[config.mk]
export PLATFORM = sky130hd
export DESIGN_NAME = hazard_ctrl
export DESIGN_NICKNAME = d
export VERILOG_FILES = /design/src/rtl/hazard_ctrl.sv
export SDC_FILE = /design/constraint.sdc
export NUM_CORES = 1
export LEC_CHECK = 0
export CAP_MARGIN = 20
export CORE_MARGIN = 2
export CORE_UTILIZATION = 56
export CTS_BUF_LIST = sky130_fd_sc_hd__clkbuf_2 sky130_fd_sc_hd__clkbuf_4 sky130_fd_sc_hd__clkbuf_8
export DETAILED_ROUTE_END_ITERATION = 16
export GPL_TIMING_DRIVEN = 1
export PLACE_DENSITY = 0.86
export SYNTH_ARGS = -nofsm -noshare
export SYNTH_HDL_FRONTEND = slang
export SYNTH_SLANG_ARGS = --single-unit
[constraint.sdc]
create_clock -name CLK -period 5.64 [get_ports CLK]
set_input_delay 0.564 -clock CLK [delete_from_list [all_inputs] [get_ports CLK]]
set_output_delay 0.564 -clock CLK [all_outputs]
set_load 0.01 [all_outputs]
[src/rtl/hazard_ctrl.sv]
`default_nettype none
// ============================================================================
// Module   : hazard_ctrl
// Brief    : Five-stage pipeline hazard controller. Produces stall, flush and
//            bubble controls from load-use, EX redirect and data-memory wait
//            conditions. Also owns a sticky memory-timeout fault and two
//            saturating performance counters.
// Revision : 1.0  initial release
// ============================================================================
module hazard_ctrl #(
  parameter int unsigned TIMEOUT = 16,
  parameter int unsigned CNT_W   = 16
) (
  input  logic             CLK,
  input  logic             clear,
  input  logic [4:0]       id_rs1,
  input  logic [4:0]       id_rs2,
  input  logic             id_use_rs1,
  input  logic             id_use_rs2,
  input  logic [6:0]       ex_op,
  input  logic [4:0]       ex_rd,
  input  logic             ex_redirect,
  input  logic             mem_req,
  input  logic             mem_ready,
  output logic             pc_stall,
  output logic             ifid_stall,
  output logic             ifid_flush,
  output logic             idex_stall,
  output logic             idex_bubble,
  output logic             exmem_stall,
  output logic             memwb_bubble,
  output logic             mem_fault,
  output logic [1:0]       state,
  output logic [CNT_W-1:0] stall_cycles,
  output logic [CNT_W-1:0] flush_count
);

  typedef enum logic [1:0] {
    ST_RUN      = 2'b00,
    ST_MEM_WAIT = 2'b01,
    ST_FAULT    = 2'b11
  } state_t;

  localparam logic [6:0]       C_OP_LOAD = 7'b0000011;
  localparam logic [15:0]      C_TIMEOUT = TIMEOUT[15:0];
  localparam logic [CNT_W-1:0] C_CNT_MAX = {CNT_W{1'b1}};

  state_t           state_q, state_d;
  logic [15:0]      wait_cnt_q, wait_cnt_d;
  logic             mem_fault_q, mem_fault_d;
  logic [CNT_W-1:0] stall_cnt_q, stall_cnt_d;
  logic [CNT_W-1:0] flush_cnt_q, flush_cnt_d;

  logic             load_use;
  logic             freeze;
  logic             redirect_take;

  // Hazard detection: load in EX writing a register the ID instruction reads
  always_comb begin
    load_use = (ex_op == C_OP_LOAD) && (ex_rd != 5'd0) &&
               ((id_use_rs1 && (id_rs1 == ex_rd)) ||
                (id_use_rs2 && (id_rs2 == ex_rd)));
    freeze   = mem_req && !mem_ready;
  end

  // Pipeline controls in priority order: freeze, redirect, load-use
  always_comb begin
    pc_stall      = 1'b0;
    ifid_stall    = 1'b0;
    ifid_flush    = 1'b0;
    idex_stall    = 1'b0;
    idex_bubble   = 1'b0;
    exmem_stall   = 1'b0;
    memwb_bubble  = 1'b0;
    redirect_take = 1'b0;
    if (!clear) begin
      if (state_q == ST_FAULT || freeze) begin
        // Whole front of the pipe holds; a pending redirect re-presents later
        pc_stall     = 1'b1;
        ifid_stall   = 1'b1;
        idex_stall   = 1'b1;
        exmem_stall  = 1'b1;
        memwb_bubble = 1'b1;
      end else if (ex_redirect) begin
        // ID instruction is squashed, so any load-use against it is moot
        ifid_flush    = 1'b1;
        idex_bubble   = 1'b1;
        redirect_take = 1'b1;
      end else if (load_use) begin
        pc_stall    = 1'b1;
        ifid_stall  = 1'b1;
        idex_bubble = 1'b1;
      end
    end
  end

  // Next-state logic for the memory-wait/fault machine and the counters
  always_comb begin
    state_d     = state_q;
    wait_cnt_d  = wait_cnt_q;
    mem_fault_d = mem_fault_q;
    stall_cnt_d = stall_cnt_q;
    flush_cnt_d = flush_cnt_q;
    case (state_q)
      ST_RUN: begin
        if (freeze) begin
          state_d    = ST_MEM_WAIT;
          wait_cnt_d = 16'd1;
        end
      end
      ST_MEM_WAIT: begin
        if (freeze) begin
          wait_cnt_d = wait_cnt_q + 16'd1;
          if (wait_cnt_d == C_TIMEOUT) begin
            state_d     = ST_FAULT;
            mem_fault_d = 1'b1;
          end
        end else begin
          state_d    = ST_RUN;
          wait_cnt_d = 16'd0;
        end
      end
      default: begin
        state_d = ST_FAULT;
      end
    endcase
    // Counters are frozen in FAULT because pc_stall there is not a pipeline stall
    if (state_q != ST_FAULT) begin
      if (pc_stall && (stall_cnt_q != C_CNT_MAX)) begin
        stall_cnt_d = stall_cnt_q + 1'b1;
      end
      if (redirect_take && (flush_cnt_q != C_CNT_MAX)) begin
        flush_cnt_d = flush_cnt_q + 1'b1;
      end
    end
  end

  // State and counter registers with synchronous clear
  always_ff @(posedge CLK) begin
    if (clear) begin
      state_q     <= ST_RUN;
      wait_cnt_q  <= 16'd0;
      mem_fault_q <= 1'b0;
      stall_cnt_q <= '0;
      flush_cnt_q <= '0;
    end else begin
      state_q     <= state_d;
      wait_cnt_q  <= wait_cnt_d;
      mem_fault_q <= mem_fault_d;
      stall_cnt_q <= stall_cnt_d;
      flush_cnt_q <= flush_cnt_d;
    end
  end

  assign mem_fault    = mem_fault_q;
  assign state        = state_q;
  assign stall_cycles = stall_cnt_q;
  assign flush_count  = flush_cnt_q;

endmodule
`default_nettype wire

# Yosys cells after proc, flatten, opt, wreduce, memory -nomap -nowiden
# Index checks and enable logic that the tools add are counted.
# totals
inputBits	29
ff_bits	51
out_inout_bits	42
elab_cells	56
# op_classes
n_reduce_logical	18
eq_ne	11
muxes	19
addsub	3
# ops
op	count
$add 16x1->16 const B	3
$mux 16	2
$ne 16x16->1 const B	2
$pmux 16 s2	1
$eq 16x5->1 const B	1
$mux 1	12
$eq 5x5->1	2
$reduce_and 2->1	4
$eq 7x2->1 const B	1
$logic_and 1x1->1	7
$mux 2	3
$reduce_bool 5->1	1
$ne 2x2->1 const B	2
$pmux 2 s2	1
$ne 3x3->1 const B	1
$reduce_and 3->1	1
$eq 2x1->1 const B	1
$eq 2x2->1 const B	1
$logic_not 2->1	1
$logic_or 1x1->1	2
$reduce_bool 2->1	1
$logic_not 1->1	1

# Depth between registers and ports, before layout
# logic_depth
ltp_word	10
depth_mapped	9
depth_no_buf	7

# Least setup slack after synthesis
# Ideal clock, no wire load.
# synth_timing
kind	input-to-output
start	input ex_rd[1]
end	output pc_stall
path_buffers	1
cell_stages	7
path_slack_ns	3.351
t_arrival_ns	1.725
required_time_ns	5.076
path_cell_list	xnor2_1 > nand4_1 > o22ai_4 > o2111ai_1 > o21a_1 > nor2_1 > buf_4
# synth_via
elab_chain_len	8
word_cells_on_any_way	12
cone_classes	eq/ne (2); mux (4); reduce/logical (6)
# synth_rtl
element	line_no	rtl
start, declared	21	input logic [4:0] ex_rd,
$eq 5x5->1, on equally long branches	61, 62	
$logic_and 1x1->1, on equally long branches	61, 62	
$logic_or 1x1->1	61	((id_use_rs1 && (id_rs1 == ex_rd)) ||
$logic_and 1x1->1 (*)	60	load_use = (ex_op == C_OP_LOAD) && (ex_rd != 5'd0) &&
$mux 1 (*) (4 in series)	--	
end, declared	25	output logic pc_stall,
# Every way passes the cells marked *; elsewhere a longest branch is shown, timed or not.

# Worst setup path in the final report
# layout_timing
start	input ex_rd[0]
end	output pc_stall
# layout_via
elab_chain_len	8
word_cells_on_any_way	12
cone_classes	eq/ne (2); mux (4); reduce/logical (6)
# layout_rtl
element	line_no	rtl
$eq 5x5->1, on equally long branches	61, 62	
$logic_and 1x1->1, on equally long branches	61, 62	
$logic_or 1x1->1	61	
$logic_and 1x1->1 (*)	60	
$mux 1 (*)	89	end else if (load_use) begin
$mux 1 (*)	84	end else if (ex_redirect) begin
$mux 1 (*)	77	if (state_q == ST_FAULT || freeze) begin
$mux 1 (*)	76	if (!clear) begin
# Marked as above.

==> metrics.log <==
[metrics] end of the worst register-to-register path: mem_fault
[metrics] Antenna diodes: 0
[metrics] total number of H-tree levels: 2
[metrics] number of storage elements in the synthesis netlist: approximately 50
[metrics] Die Y-Extent: between 70 and 80 um
[metrics] Mapped Area: 3010 um^2
[metrics] biggest area contributors in the synthesized netlist: sky130_fd_sc_hd__dfxtp_1, sky130_fd_sc_hd__xnor2_1, sky130_fd_sc_hd__nor2_1
[metrics] first-pass GRT wire length: between 10,000 and 15,000 um
[metrics] most frequently used flop master after synthesis: sky130_fd_sc_hd__dfxtp_1
[metrics] worst min path class: flip-flop to flip-flop
[metrics] cell row count: 26
[metrics] list of most frequent post-synthesis cells: sky130_fd_sc_hd__dfxtp_1, sky130_fd_sc_hd__nor2_1, sky130_fd_sc_hd__a21oi_1
[metrics] EDFF count, synth: 0
[metrics] total number of vias: 2,892
[metrics] Root Buffer: sky130_fd_sc_hd__clkbuf_8
[metrics] Final Wtd Congestion: 0.857
[metrics] clock slew at the register clock pins of the worst setup and hold paths: 80 ps
[metrics] number of global-route vias before repair: 2,662
[metrics] Ys Warns: 0
[metrics] maximum ir drop on the vdd rail: 140 uV
[metrics] Slowest Stage Delay on Critical Path: just under 600 ps
[metrics] instance count along the most critical hold path: 2
[metrics] startpoint of the worst hold path: mem_fault
[metrics] biggest area consumer among synthesized cells: sky130_fd_sc_hd__dfxtp_1
[metrics] number of buffers added on ports: 70
[metrics] pins over their slew limit: 0
[metrics] Resize count post-CTS: 0
[metrics] Die ar.: 5980 um^2
[metrics] antenna violations before repair: 0
[metrics] top-count cell post-synth: sky130_fd_sc_hd__dfxtp_1
[metrics] number of sinks on the clock net: 51
[metrics] setup-violating endpoint count in the final report: 0
[metrics] NumNets Final: between 400 and 500
[metrics] final critical delay including setup and external delays: approximately 3300 ps
[metrics] Worst Tran Pin Value: 835 ps
[metrics] DR DRC count: 0
[metrics] dpl ws: 2380 ps
[metrics] fraction of the yosys area taken by sequential cells: 33.9%
[metrics] GRT overflow: 0
[metrics] Die Span X: 77.4 um
[metrics] number of buffers inserted to repair setup after CTS: 0
[metrics] Gate Count Post-Synth: 359
[metrics] number of nets in the synthesized netlist: 392
[metrics] cell seen most often among critical-path stages: sky130_fd_sc_hd__clkdlybuf4s50_1
[metrics] unrepaired setup endpoints after global routing: false
[metrics] maximum count of clock buffers along a single path: 2
[metrics] layout-stage area growth over the synthesis result: 25.0%
[metrics] area taken by flip-flops and latches: 1020 um^2
[metrics] Total GRT Usage: between 20 and 25%
[metrics] number of nets with antenna violations after detailed routing: 0
[metrics] Final Skew: 10.2 ps
[metrics] Setup crit end kind: primary output
[metrics] boundary pin count: just over 70
[metrics] outcome: completed
[metrics] setup total negative slack: 0 ps
[metrics] starting density of the core: 58.6%
[metrics] Total Wirelength: between 7000 and 8000 um
[metrics] Iter 0 DRT Violations: 233
[metrics] placed wire-length estimate after detailed placement: 5220 um
[metrics] Pre-antenna DRT Iters: 4
[metrics] worst min-delay path endpoint: mem_fault
[metrics] final-report hold violation count: 0
[metrics] Clock Latency Late Sink: 310 ps
[metrics] TritonCTS clock tree: yes
[metrics] top-area cell type share of the netlist area: 33.9%
[metrics] layout filler cell count: between 400 and 500
[metrics] RR Startpoint: wait_cnt_q[0]
[metrics] routed vias/inst: 5.96
[metrics] Num CTS Buffers: 5
[metrics] peak fanout along the critical path: 4
[metrics] fraction of layout instances using a drive strength above 1: a little under a tenth
[metrics] data arrival time of the critical path: ~2700 ps
[metrics] Startpoint Class: input port
[metrics] Highest Clock Rate: about 310 MHz
[metrics] total of hold buffers inserted after clock tree synthesis: 0
[metrics] tightest slew margin relative to the limit: between 40% and 50%
[metrics] area of the multi-input gates: 1820 um^2
[metrics] fraction of registers with async set/reset: 0%
[metrics] Reg2Reg Depth: 7
[metrics] Leak: 1.25 nW
[metrics] sequence of cells on the critical path: clkdlybuf4s50_1, xnor2_1, nand4_1, o22ai_4, o2111ai_1, o21a_1, nor2_1, clkdlybuf4s50_1
[metrics] max cap viols: 0
[metrics] standard cell core area: 5140 um^2
[metrics] period utilisation layout: 57.8%
[metrics] average wire per cell in the routed design: between 15 and 20 um
[metrics] power per unit of standard cell area: 173 nW/um^2
[metrics] Mapped Avg Cell Area: 8.39 um^2
[metrics] CP max-delay cell: sky130_fd_sc_hd__clkdlybuf4s50_1
[metrics] count of distinct cell types in the synthesized netlist: 61
[metrics] worst-case register-to-register setup slack: approximately 3000 ps
[metrics] type of the worst setup path: input port to primary output
[metrics] final setup margin: 2380 ps
[metrics] required time worst endpoint: 5080 ps
[metrics] maximum number of pins on one net before global-route repair: 59
[kinds of logic (layout without fill, tap and decap cells)]
kind of cell	after synthesis	after routing	share of synthesized area, %
compound gates	81	81	17.1
xor+xnor	31	31	9.01
fa+ha+maj	4	4	1.66
buf+inv	32	88	5.77
flops	51	51	33.9
mux	2	2	0.664
simple gates	158	158	31.9
[area by class of cell]
type / count / share of cell area, %
multi-input cells: 276 / 48.3
inverters: 9 / 0.897
repair buffers: 72 / 19.1
flip-flops and latches: 51 / 27.1
clock buffers: 6 / 2.19
well taps: 70 / 2.33
clock inverters: 1 / 0.133
[worst max-delay path, delay by kind of cell]
kind                   cells  cell delay, ps
AND/OR/NAND/NOR            2             290
buffers and inverters      2            1140
XOR/XNOR                   1             160
AO/OA/AOI/OAI              3             540
[power breakdown]
group / internal (mW) / switching, mW / leakage, nW
clock: 0.0965 / 0.119 / 0.0470
sequential: 0.362 / 0.00326 / 0.411
combinational: 0.0373 / 0.0343 / 0.794
[sequential cells by signal, summed over array words and instances (netlist names)]
name,cells
wait_cnt_q,16
flush_count,16
state,2
stall_cycles,16
mem_fault,1
[routing by layer]
layer | up-vias | share of wire, % | track usage (%)
met3 | 9 | 7.0 | 7.21
met5 | - | 0 | 0
li1 | 1425 | - | -
met2 | 101 | 49 | 42.9
met1 | 1357 | 43 | 28.3
met4 | 0 | 1.5 | 9.11
[how the worst max path moves through the flow]
| stage | from | endpoint | slack [ps] | cells past startpoint |
|---|---|---|---|---|
| after floorplan | ex_rd[1] | pc_stall | 3350 | 7 |
| after global placement | ex_rd[0] | ifid_stall | 2450 | 8 |
| after detailed placement | ex_rd[0] | pc_stall | 2380 | 8 |
| after CTS | ex_rd[0] | pc_stall | 2370 | 8 |
| after global routing | ex_rd[0] | pc_stall | 2270 | 8 |
| final | ex_rd[0] | pc_stall | 2380 | 8 |
[placed cells by master, fill, tap and decap left out, types with 3 or more instances in the layout]
cell type | netlist | layout
sky130_fd_sc_hd__dfxtp_1 | 51 | 51
sky130_fd_sc_hd__nand2_1 | 20 | 20
sky130_fd_sc_hd__xnor2_1 | 17 | 17
sky130_fd_sc_hd__a22oi_1 | 3 | 3
sky130_fd_sc_hd__clkdlybuf4s50_1 | 0 | 69
sky130_fd_sc_hd__nand4_1 | 14 | 14
sky130_fd_sc_hd__nor2_1 | 38 | 38
sky130_fd_sc_hd__o31ai_1 | 6 | 6
sky130_fd_sc_hd__or3_1 | 5 | 5
sky130_fd_sc_hd__nor4_2 | 3 | 3
sky130_fd_sc_hd__or4_1 | 5 | 5
sky130_fd_sc_hd__and4_1 | 4 | 4
sky130_fd_sc_hd__ha_1 | 4 | 4
sky130_fd_sc_hd__or3_2 | 4 | 4
sky130_fd_sc_hd__a21oi_1 | 24 | 24
sky130_fd_sc_hd__o21ai_0 | 8 | 8
sky130_fd_sc_hd__clkbuf_8 | 0 | 6
sky130_fd_sc_hd__nand3_1 | 17 | 17
sky130_fd_sc_hd__nor3_1 | 11 | 11
sky130_fd_sc_hd__nand4b_1 | 3 | 3
sky130_fd_sc_hd__nor4_1 | 3 | 3
sky130_fd_sc_hd__o21ai_1 | 15 | 15
sky130_fd_sc_hd__inv_1 | 9 | 9
sky130_fd_sc_hd__nor2b_1 | 3 | 3
sky130_fd_sc_hd__and2_1 | 3 | 3
sky130_fd_sc_hd__a31oi_1 | 6 | 6
sky130_fd_sc_hd__and3_1 | 4 | 4
sky130_fd_sc_hd__a311oi_1 | 5 | 5
sky130_fd_sc_hd__xor2_1 | 14 | 14
[through the flow]
stage | cell area [um^2] | total power [mW] | hold slack, ps | utilization, % | instances
after floorplan | 3010 | 0.409 | 496 | - | 359
after global placement | 3660 | 0.442 | 463 | 71.3 | 477
after detailed placement | 3660 | 0.444 | 467 | 71.3 | 477
after CTS | 3750 | 0.658 | 481 | 73.0 | 484
after global routing | 3770 | 0.677 | 515 | 73.3 | 485
final | 3770 | 0.653 | 482 | 73.3 | 485
Note: power is estimated with default switching activity, not from simulation.
